[src/rtl/arcade_input_cond.sv]
// Player-control conditioning for the ScooterShooter core: synchronise, debounce,
// shape coin presses into fixed-width active-low pulses, and freeze timing while paused.
module arcade_input_cond #(
    parameter int unsigned N_BTN     = 16,
    parameter int unsigned CLK_DIV   = 49152,
    parameter int unsigned DEB_MS    = 4,
    parameter int unsigned COIN_MS   = 50,
    parameter int unsigned GAP_MS    = 100,
    parameter logic [15:0] COUNT_RST = 16'h0000
) (
    input  logic             clk_49m,
    input  logic             reset,
    input  logic [N_BTN-1:0] btn_in,
    input  logic [1:0]       coin_in,
    input  logic             pause,
    output logic [N_BTN-1:0] btn_out,
    output logic [1:0]       coin_out,
    output logic [15:0]      coin_count,
    output logic             tick
);

    localparam int unsigned NB   = N_BTN + 2;
    localparam int unsigned PW   = (CLK_DIV > 1) ? $clog2(CLK_DIV) : 1;
    localparam int unsigned DW   = (DEB_MS > 1) ? $clog2(DEB_MS + 1) : 1;
    localparam int unsigned TMAX = (COIN_MS > GAP_MS) ? COIN_MS : GAP_MS;
    localparam int unsigned TW   = $clog2(TMAX + 1);

    typedef enum logic [1:0] {
        C_IDLE,
        C_PULSE,
        C_GAP
    } coin_state_t;

    logic [PW-1:0] pre_cnt;
    logic          tick_w;
    logic [NB-1:0] sync1;
    logic [NB-1:0] sync2;
    logic [NB-1:0] stable;
    logic [DW-1:0] deb_cnt [NB];
    logic [1:0]    coin_stab;
    logic [1:0]    coin_sync;
    logic [1:0]    coin_prev;
    logic [1:0]    coin_arm;
    logic [1:0]    coin_acc;
    coin_state_t   coin_st  [2];
    logic [TW-1:0] coin_tmr [2];

    assign tick_w    = !pause && (pre_cnt == PW'(CLK_DIV - 1));
    assign tick      = tick_w;
    assign coin_stab = stable[NB-1:N_BTN];
    assign coin_sync = sync2[NB-1:N_BTN];

    always_ff @(posedge clk_49m or negedge reset) begin
        if (!reset) begin
            pre_cnt <= '0;
        end else if (!pause) begin
            pre_cnt <= tick_w ? '0 : pre_cnt + 1'b1;
        end
    end

    always_ff @(posedge clk_49m or negedge reset) begin
        if (!reset) begin
            sync1 <= '0;
            sync2 <= '0;
        end else begin
            sync1 <= {coin_in, btn_in};
            sync2 <= sync1;
        end
    end

    always_ff @(posedge clk_49m or negedge reset) begin
        if (!reset) begin
            stable <= '0;
            for (int unsigned i = 0; i < NB; i++) begin
                deb_cnt[i] <= '0;
            end
        end else begin
            for (int unsigned i = 0; i < NB; i++) begin
                if (sync2[i] == stable[i]) begin
                    deb_cnt[i] <= '0;
                end else if (tick_w) begin
                    if (deb_cnt[i] == DW'(DEB_MS - 1)) begin
                        stable[i]  <= sync2[i];
                        deb_cnt[i] <= '0;
                    end else begin
                        deb_cnt[i] <= deb_cnt[i] + 1'b1;
                    end
                end
            end
        end
    end

    always_ff @(posedge clk_49m or negedge reset) begin
        if (!reset) begin
            btn_out <= '1;
        end else begin
            btn_out <= ~stable[N_BTN-1:0];
        end
    end

    always_comb begin
        coin_acc = '0;
        for (int unsigned i = 0; i < 2; i++) begin
            coin_acc[i] = (coin_st[i] == C_IDLE) && coin_arm[i] && coin_stab[i] && !coin_prev[i];
        end
    end

    // A slot is armed only after its switch is seen open on a tick, so a coin
    // still held through reset cannot register as a fresh press.
    always_ff @(posedge clk_49m or negedge reset) begin
        if (!reset) begin
            coin_prev  <= '0;
            coin_arm   <= '0;
            coin_out   <= '1;
            coin_count <= COUNT_RST;
            for (int unsigned i = 0; i < 2; i++) begin
                coin_st[i]  <= C_IDLE;
                coin_tmr[i] <= '0;
            end
        end else begin
            coin_prev  <= coin_stab;
            coin_count <= coin_count + 16'(coin_acc[0]) + 16'(coin_acc[1]);
            for (int unsigned i = 0; i < 2; i++) begin
                if (tick_w && !coin_sync[i] && !coin_stab[i]) begin
                    coin_arm[i] <= 1'b1;
                end
                case (coin_st[i])
                    C_IDLE: begin
                        if (coin_acc[i]) begin
                            coin_st[i]  <= C_PULSE;
                            coin_tmr[i] <= '0;
                            coin_out[i] <= 1'b0;
                        end
                    end
                    C_PULSE: begin
                        if (coin_tmr[i] == TW'(COIN_MS)) begin
                            coin_st[i]  <= C_GAP;
                            coin_tmr[i] <= '0;
                            coin_out[i] <= 1'b1;
                        end else if (tick_w) begin
                            coin_tmr[i] <= coin_tmr[i] + 1'b1;
                        end
                    end
                    C_GAP: begin
                        if (coin_tmr[i] == TW'(GAP_MS)) begin
                            coin_st[i]  <= C_IDLE;
                            coin_tmr[i] <= '0;
                        end else if (tick_w) begin
                            coin_tmr[i] <= coin_tmr[i] + 1'b1;
                        end
                    end
                    default: begin
                        coin_st[i]  <= C_IDLE;
                        coin_tmr[i] <= '0;
                        coin_out[i] <= 1'b1;
                    end
                endcase
            end
        end
    end

endmodule
[config.mk]
export PLATFORM = sky130hd
export DESIGN_NAME = arcade_input_cond
export DESIGN_NICKNAME = d
export VERILOG_FILES = /design/src/rtl/arcade_input_cond.sv
export SDC_FILE = /design/constraint.sdc
export NUM_CORES = 1
export LEC_CHECK = 0
export ABC_AREA = 0
export ABC_CLOCK_PERIOD_IN_PS = 2720
export BUFFER_PORTS_ARGS = -buffer_cell sky130_fd_sc_hd__buf_2
export CAP_MARGIN = 5
export CORE_MARGIN = 10
export CORE_UTILIZATION = 60
export CTS_CLUSTER_DIAMETER = 80
export DETAILED_ROUTE_END_ITERATION = 6
export GPL_ROUTABILITY_DRIVEN = 0
export GPL_TIMING_DRIVEN = 0
export HOLD_SLACK_MARGIN = 0.1
export PLACE_DENSITY = 0.79
export SETUP_SLACK_MARGIN = 0.2
export SLEW_MARGIN = 20
export SYNTH_ARGS = -nofsm -noshare
export SYNTH_HDL_FRONTEND = slang
export SYNTH_SLANG_ARGS = --single-unit
[constraint.sdc]
create_clock -name clk_49m -period 2.72 [get_ports clk_49m]
set_clock_uncertainty 0.05 [all_clocks]
set_input_delay 0.408 -clock clk_49m [delete_from_list [all_inputs] [get_ports clk_49m]]
set_output_delay 0.408 -clock clk_49m [all_outputs]
set_load 0.03 [all_outputs]
==> results.md, run 1 <==
- Pre-Repair DR Iteration Count: 7
- Largest net degree at the start of global routing: 98
- Final Hold Vio Count: 0
- Worst-path fanout max: 4
- Number of port buffers: 55
- CTS H-tree depth: 4
- CTS Buf Count: 17
- Post-synthesis async set-or-reset flop share: 100.0%
- Max clock buf depth: 2
- Pint: 4.244 mW
- Post-synth EDFFs: 0
- CP max stage delay: roughly 0.40 ns
- Setup CP Type: reg -> out
- Final antenna-violating net count: 0
- CTS tree: done
- Data arrival, critical path: between 1.5 and 2 ns
- DRC violations left: 0
- Crit. End Element: primary output
- Worst-path clk slew: 0.06 ns
- Post-Syn Area: 7675 um^2
- Sequential share of power: 51.7%
- Vias in the first global route: 5490
- Pwr dens: ~600 nW/um^2
- Sequential element share of the synthesized area: 58.98%
- Syn Inst Count: 664
- Synthesis-stage register bit count: between 150 and 200
- Status: finished clean
- CTS Root Cell: clkbuf_16
- Synth Warn #: 0
- Syn_nets: between 700 and 800
- Worst EP required: 2.26 ns
- Row count: 41
- Die area: 17720 um^2
- CP max-delay cell: dfrtp_1
- Commonest non-fill, non-tap cell in the layout: dfrtp_1
- CTS sink cnt: 180
- HP Class: in -> reg
- Largest delay share family, worst path: simple AND/OR/NAND/NOR gates
- Layout Nets: 816
- Max-slew violation total from the final report: 0
- Fmax achieved: 416.2 MHz
- Vias per cell: 5.395
- Final min period: ~2.4 ns
- Starting Density: approximately three fifths
- Total I/O pin count: 56
- Number of DRC markers in iteration 0: 346
- Die Y: approximately 130 um
- RSZ-0062 raised after global routing: false
- Final HPWL DP: 9.731 mm
- Final setup TNS: 0 ns
- Final setup vio count: 0
- Sw Share: 21.61%
- DIE WIDTH: 133.1 um
- Relative slew slack: 59.65%
- Wirelength per Cell: around 15 um
- First-pass GRT wire length: about 26 mm
- Inserted Diodes: 0
- Average size of a mapped cell: 11.56 um^2
- Layout cells sized above 1: around a fifth
- Count of different cell masters after synthesis: 45
- Clk network pwr share: 44.8%
- Critical path launch point type: flop
- Combinational Power Share: 3.5%
- Placeable core region: between 10000 and 15000 um^2
- Sw Pwr: 1.170 mW
- Vias: 5098
- Most frequent cells in the layout: dfrtp_1 (162), nand2_1 (76), a21oi_1 (60)
- Hold WS: 0.2480 ns
- Tightest Pin Transition: 0.6053 ns
- Period utilization: 88.33%
- Worst vdd ir: slightly above 0.7 mV
- Worst path cell trace: ha_2, nor2b_4, nand3_2, nor4b_4, buf_6
- Leak: 4.274 nW
- Total track usage: between 10% and 20%
- WP buf/inv: 1
- Max-Cap Viols: 0
- Dominant synthesized flop cell: dfrtp_1
- Total wire length: 14.59 mm
- Area Growth Syn to Fin: 17.75%
- Initial antenna violation count: 0
- Worst-Skew Late Latency: 0.42 ns
- Global route overflow: 0
registers in the layout, indices dropped and copies added (netlist names):
signal and cells:
deb_cnt 54, coin_out 2, coin_arm 2, stable 18
pre_cnt 16, coin_count 16, sync1 18, coin_st 4
sync2 18, btn_out 16, coin_tmr 14, coin_prev 2
worst register-to-register path, stage by stage, from the launching register on:
cell and delay [ns]:
dfrtp_1 0.42, inv_1 0.11, ha_1 0.18, or4b_2 0.58
o21ai_0 0.32, nand2_1 0.12, a21oi_2 0.35, nor2_1 0.11
cells by family after synthesis:
| group | share of synthesized area [%] |
|---|---|
| buf+inv | 2.625 |
| compound gates | 5.739 |
| fa+ha+maj | 5.804 |
| mux | 3.636 |
| xor+xnor | 5.706 |
| flops | 58.98 |
| simple gates | 17.51 |
per-stage QoR:
stage	total power [mW]	cells	worst slack [ns]	utilization, %	instance area [um^2]
4_1_cts	5.452	943	0.2232	71.65	9005
3_3_place_gp	2.995	891	-1.387	65.02	8172
6_report	5.414	945	0.3174	71.91	9037
3_5_place_dp	3.014	892	0.2435	65.32	8209
2_1_floorplan	2.917	664	0.5041	-	7681
5_1_grt	5.607	945	0.1770	71.91	9037
layer usage:
layer	vias up	global-route usage [%]	part of all wire [%]
li1	2424	-	-
met1	2543	20.22	41
met2	110	30.74	53
met3	21	4.774	4.4
met4	0	6.348	1.6
met5	-	0	0
synthesized netlist by cell type, types with 2 or more instances:
cell type / n / share of area (%)
nor3_1: 4 / 0.26
clkbuf_1: 8 / 0.39
nor4b_1: 2 / 0.23
and4b_1: 2 / 0.26
nand3_1: 28 / 1.8
mux2i_1: 2 / 0.26
nand3b_1: 14 / 1.4
mux2_1: 2 / 0.29
o21ai_0: 13 / 0.85
nor4_4: 3 / 0.83
or3_1: 8 / 0.65
nand4_1: 11 / 0.90
inv_1: 29 / 1.4
dfrtp_1: 162 / 53
ha_1: 34 / 5.5
nand2b_1: 31 / 2.5
and3_1: 4 / 0.33
xor2_1: 11 / 1.3
dfstp_2: 18 / 6.2
nor2b_1: 10 / 0.82
nor2_1: 36 / 1.8
xnor2_1: 39 / 4.5
mux2_2: 21 / 3.1
nand3_2: 2 / 0.26
a21o_1: 5 / 0.49
and2_1: 5 / 0.41
a21oi_1: 61 / 4.0
buf_4: 2 / 0.20
buf_2: 5 / 0.33
nand2_1: 76 / 3.7
buf_6: 2 / 0.29
path summary, 6_finish.rpt:
| kind | startpoint | end | slack, ns | depth (start not counted) |
|---|---|---|---|---|
| min in group asynchronous | reset | pre_cnt[4] | 0.51 | 2 |
| hold reg to reg | sync1[11] | sync2[11] | 0.29 | 0 |
| setup reg to reg | coin_tmr[7] | coin_tmr[12] | 0.37 | 7 |
| hold / removal | pause | pre_cnt[1] | 0.25 | 2 |
| max in group asynchronous | reset | btn_out[13] | 1.22 | 3 |
| setup / recovery | pre_cnt[0] | tick | 0.32 | 5 |
power groups by stage:
stage | clock (mW) | combinational (mW) | sequential (mW)
after floorplan | 0 | 0.0807 | 2.84
after global placement | 0 | 0.152 | 2.84
after detailed placement | 0 | 0.167 | 2.85
after CTS | 2.46 | 0.192 | 2.80
after global routing | 2.58 | 0.219 | 2.81
final | 2.42 | 0.190 | 2.80
timing repair:
action,4_1_cts,5_1_grt
cloned,0,0
setup buffers,0,2
hold buffers,19,0
hold endpoints to repair,89,0
gates resized for setup,4,8
pin swaps,1,2
setup endpoints to repair,1,46
area by class of cell:
cell class,count,area [um^2]
multi-input combinational,438,2980
inverter,29,108.9
buffer,17,95.09
tap,172,215.2
timing repair buffer,77,524.3
clock inverter,9,118.9
sequential,180,4527
fill,857,3531
clock buffer,23,467.9
Power figures use the tool's default switching activity.
==> run 2, diff against run 1 <==
--- a/config.mk
+++ b/config.mk
@@ -6,7 +6,7 @@
 export NUM_CORES = 1
 export LEC_CHECK = 0
 export ABC_AREA = 0
-export ABC_CLOCK_PERIOD_IN_PS = 2720
+export ABC_CLOCK_PERIOD_IN_PS = 2500
 export BUFFER_PORTS_ARGS = -buffer_cell sky130_fd_sc_hd__buf_2
 export CAP_MARGIN = 5
 export CORE_MARGIN = 10
==> constraint.sdc (replaced) <==
create_clock -name clk_49m -period 2.5 [get_ports clk_49m]
set_clock_uncertainty 0.05 [all_clocks]
set_input_delay 0.375 -clock clk_49m [delete_from_list [all_inputs] [get_ports clk_49m]]
set_output_delay 0.375 -clock clk_49m [all_outputs]
set_load 0.03 [all_outputs]
==> run 2 against run 1 <==
  * Non-clock buffer count rose by 3
  * Wire length rose by 2.2%
  * Register-to-register slack lost 0.07 ns
  * Die area unchanged
  * Critical path depth did not move
  * Count of clock-buffer cells in the layout is the same
  * Design area up 0.69%
  * Sequential power rose by 8.9%
  * First-iteration DRC count rose by 0.29%
  * Combinational power up 17%
  * Total power up 9.3%
==> results.md, run 2 (same netlist as run 1, synthesis figures left out) <==
- Status: finished clean
- Most frequent cells in the layout: dfrtp_1 (162), nand2_1 (76), a21oi_1 (60)
- Final Non-Filler Cells: 948
- Wirelength per Cell: 15.73 um
- Layout Nets: 819
- Leak: 4.300 nW
- Pre-Repair DR Iteration Count: 4
- Hold depth: 2
- Relative slew slack: between 50% and 60%
- Die Y: between 100 and 150 um
- Period utilization: 92.75%
- CTS tree: done
- Pwr dens: 650.3 nW/um^2
- Final HPWL DP: slightly below 10 mm
- DRC violations left: 0
- Final setup vio count: 0
- CTS sink cnt: 180
- Overall Power: 5.918 mW
- Worst-path clk slew: 0.06 ns
- RSZ-0062 raised after global routing: true
- Total wire length: 14.92 mm
- Vias per cell: 5.402
- WP buf/inv: 1
- Setup CP Type: reg -> out
- CTS Root Cell: clkbuf_16
- Final min period: 2.319 ns
- Global route overflow: 0
- Worst EP required: 2.08 ns
- Total track usage: 17.62%
- Inserted Diodes: 0
- Layout cells sized above 1: 20.36%
- Worst path cell trace: ha_4, nor2b_4, nand3_4, nor4b_4, buf_6
- Crit. End Element: primary output
- Worst R2R Path Depth: 8
- Post-layout instance area: 9100 um^2
- CP max-delay cell: dfrtp_1
- Top reg by flops: deb_cnt
- Starting Density: 61.07%
- Vias: 5121
- First-pass GRT wire length: between 20 and 30 mm
- Final antenna-violating net count: 0
- Number of DRC markers in iteration 0: roughly 350
- Total I/O pin count: 56
- Max clock buf depth: 2
- Fmax achieved: 431.3 MHz
- Reg2Reg Setup Slack: 0.30 ns
- Max-Cap Viols: 0
- HP Class: in -> reg
- Area post-placement: between 8000 and 9000 um^2
- CP max stage delay: 0.43 ns
- Initial antenna violation count: 0
- Worst-Skew Late Latency: 0.42 ns
- Post-placement cell count: about 890
- DIE WIDTH: 133.1 um
- CTS Buf Count: 17
- Placeable core region: roughly 13000 um^2
- Worst slack at placement: 0.02352 ns
- Tightest Pin Transition: around 0.61 ns
- Hold endpoint: pre_cnt[1]
- Worst vdd ir: 0.7761 mV
- Reg-to-Reg End: deb_cnt[28]
- Largest delay share family, worst path: simple AND/OR/NAND/NOR gates
- Row count: 41
- Data arrival, critical path: 1.89 ns
- Largest net degree at the start of global routing: 98
- Commonest non-fill, non-tap cell in the layout: dfrtp_1
- CTS H-tree depth: 4
- Final Hold Vio Count: 0
- Max-slew violation total from the final report: 0
- Min-Delay Startpoint: pause
- Fin util: 72.40%
- Critical path launch point type: flop
- Die area: 17720 um^2
- Max reg flops: 54
- Number of port buffers: 55
- Vias in the first global route: 5503
- Final WS setup: 0.1813 ns
- Area Growth Syn to Fin: 18.57%
- R2r startpoint: pre_cnt[0]
- Worst-path fanout max: 4
- Final setup TNS: 0 ns
- Hold WS: 0.2229 ns
[run 2: what timing repair did]
| action | CTS | global route |
|---|---|---|
| gates resized for setup | 8 | 15 |
| endpoints found under the hold margin | 89 | 0 |
| hold buffers | 19 | 0 |
| pin swaps | 2 | 3 |
| endpoints found under the setup margin | 52 | 50 |
| setup buffers | 2 | 3 |
[run 2: cell type report]
| class | count | area, um^2 |
|---|---|---|
| repair buffers | 80 | 546.8 |
| well taps | 172 | 215.2 |
| plain buffers | 17 | 98.84 |
| clock buffers | 23 | 467.9 |
| fillers | 856 | 3468 |
| inverters | 29 | 108.9 |
| multi-input cells | 438 | 3017 |
| flip-flops and latches | 180 | 4527 |
| clock inverters | 9 | 118.9 |
[run 2: power breakdown]
part	leakage, nW	total, mW	internal, mW	switching, mW
clock network	0.279	2.64	1.54	1.10
logic	1.67	0.223	0.104	0.119
registers	2.35	3.05	2.98	0.0711
[run 2: worst max-delay path by stage]
stage,start,endpoint,slack (ns),cells after the start
2_1_floorplan,pre_cnt[0],pre_cnt[13],0.29,6
5_1_grt,pre_cnt[0],tick,0.08,5
6_report,pre_cnt[0],tick,0.18,5
3_3_place_gp,reset,sync1[11],-1.57,1
3_5_place_dp,coin_tmr[7],coin_tmr[7],0.02,7
4_1_cts,pre_cnt[0],tick,0.12,5
[run 2: metal layers]
metal  wire length (um)  track usage (%)  up-vias
met5                  0                0        -
met4                262            6.348        0
met3                574            4.774       23
met2               7850            30.82       93
met1               6229            20.31     2571
li1                   -                -     2434
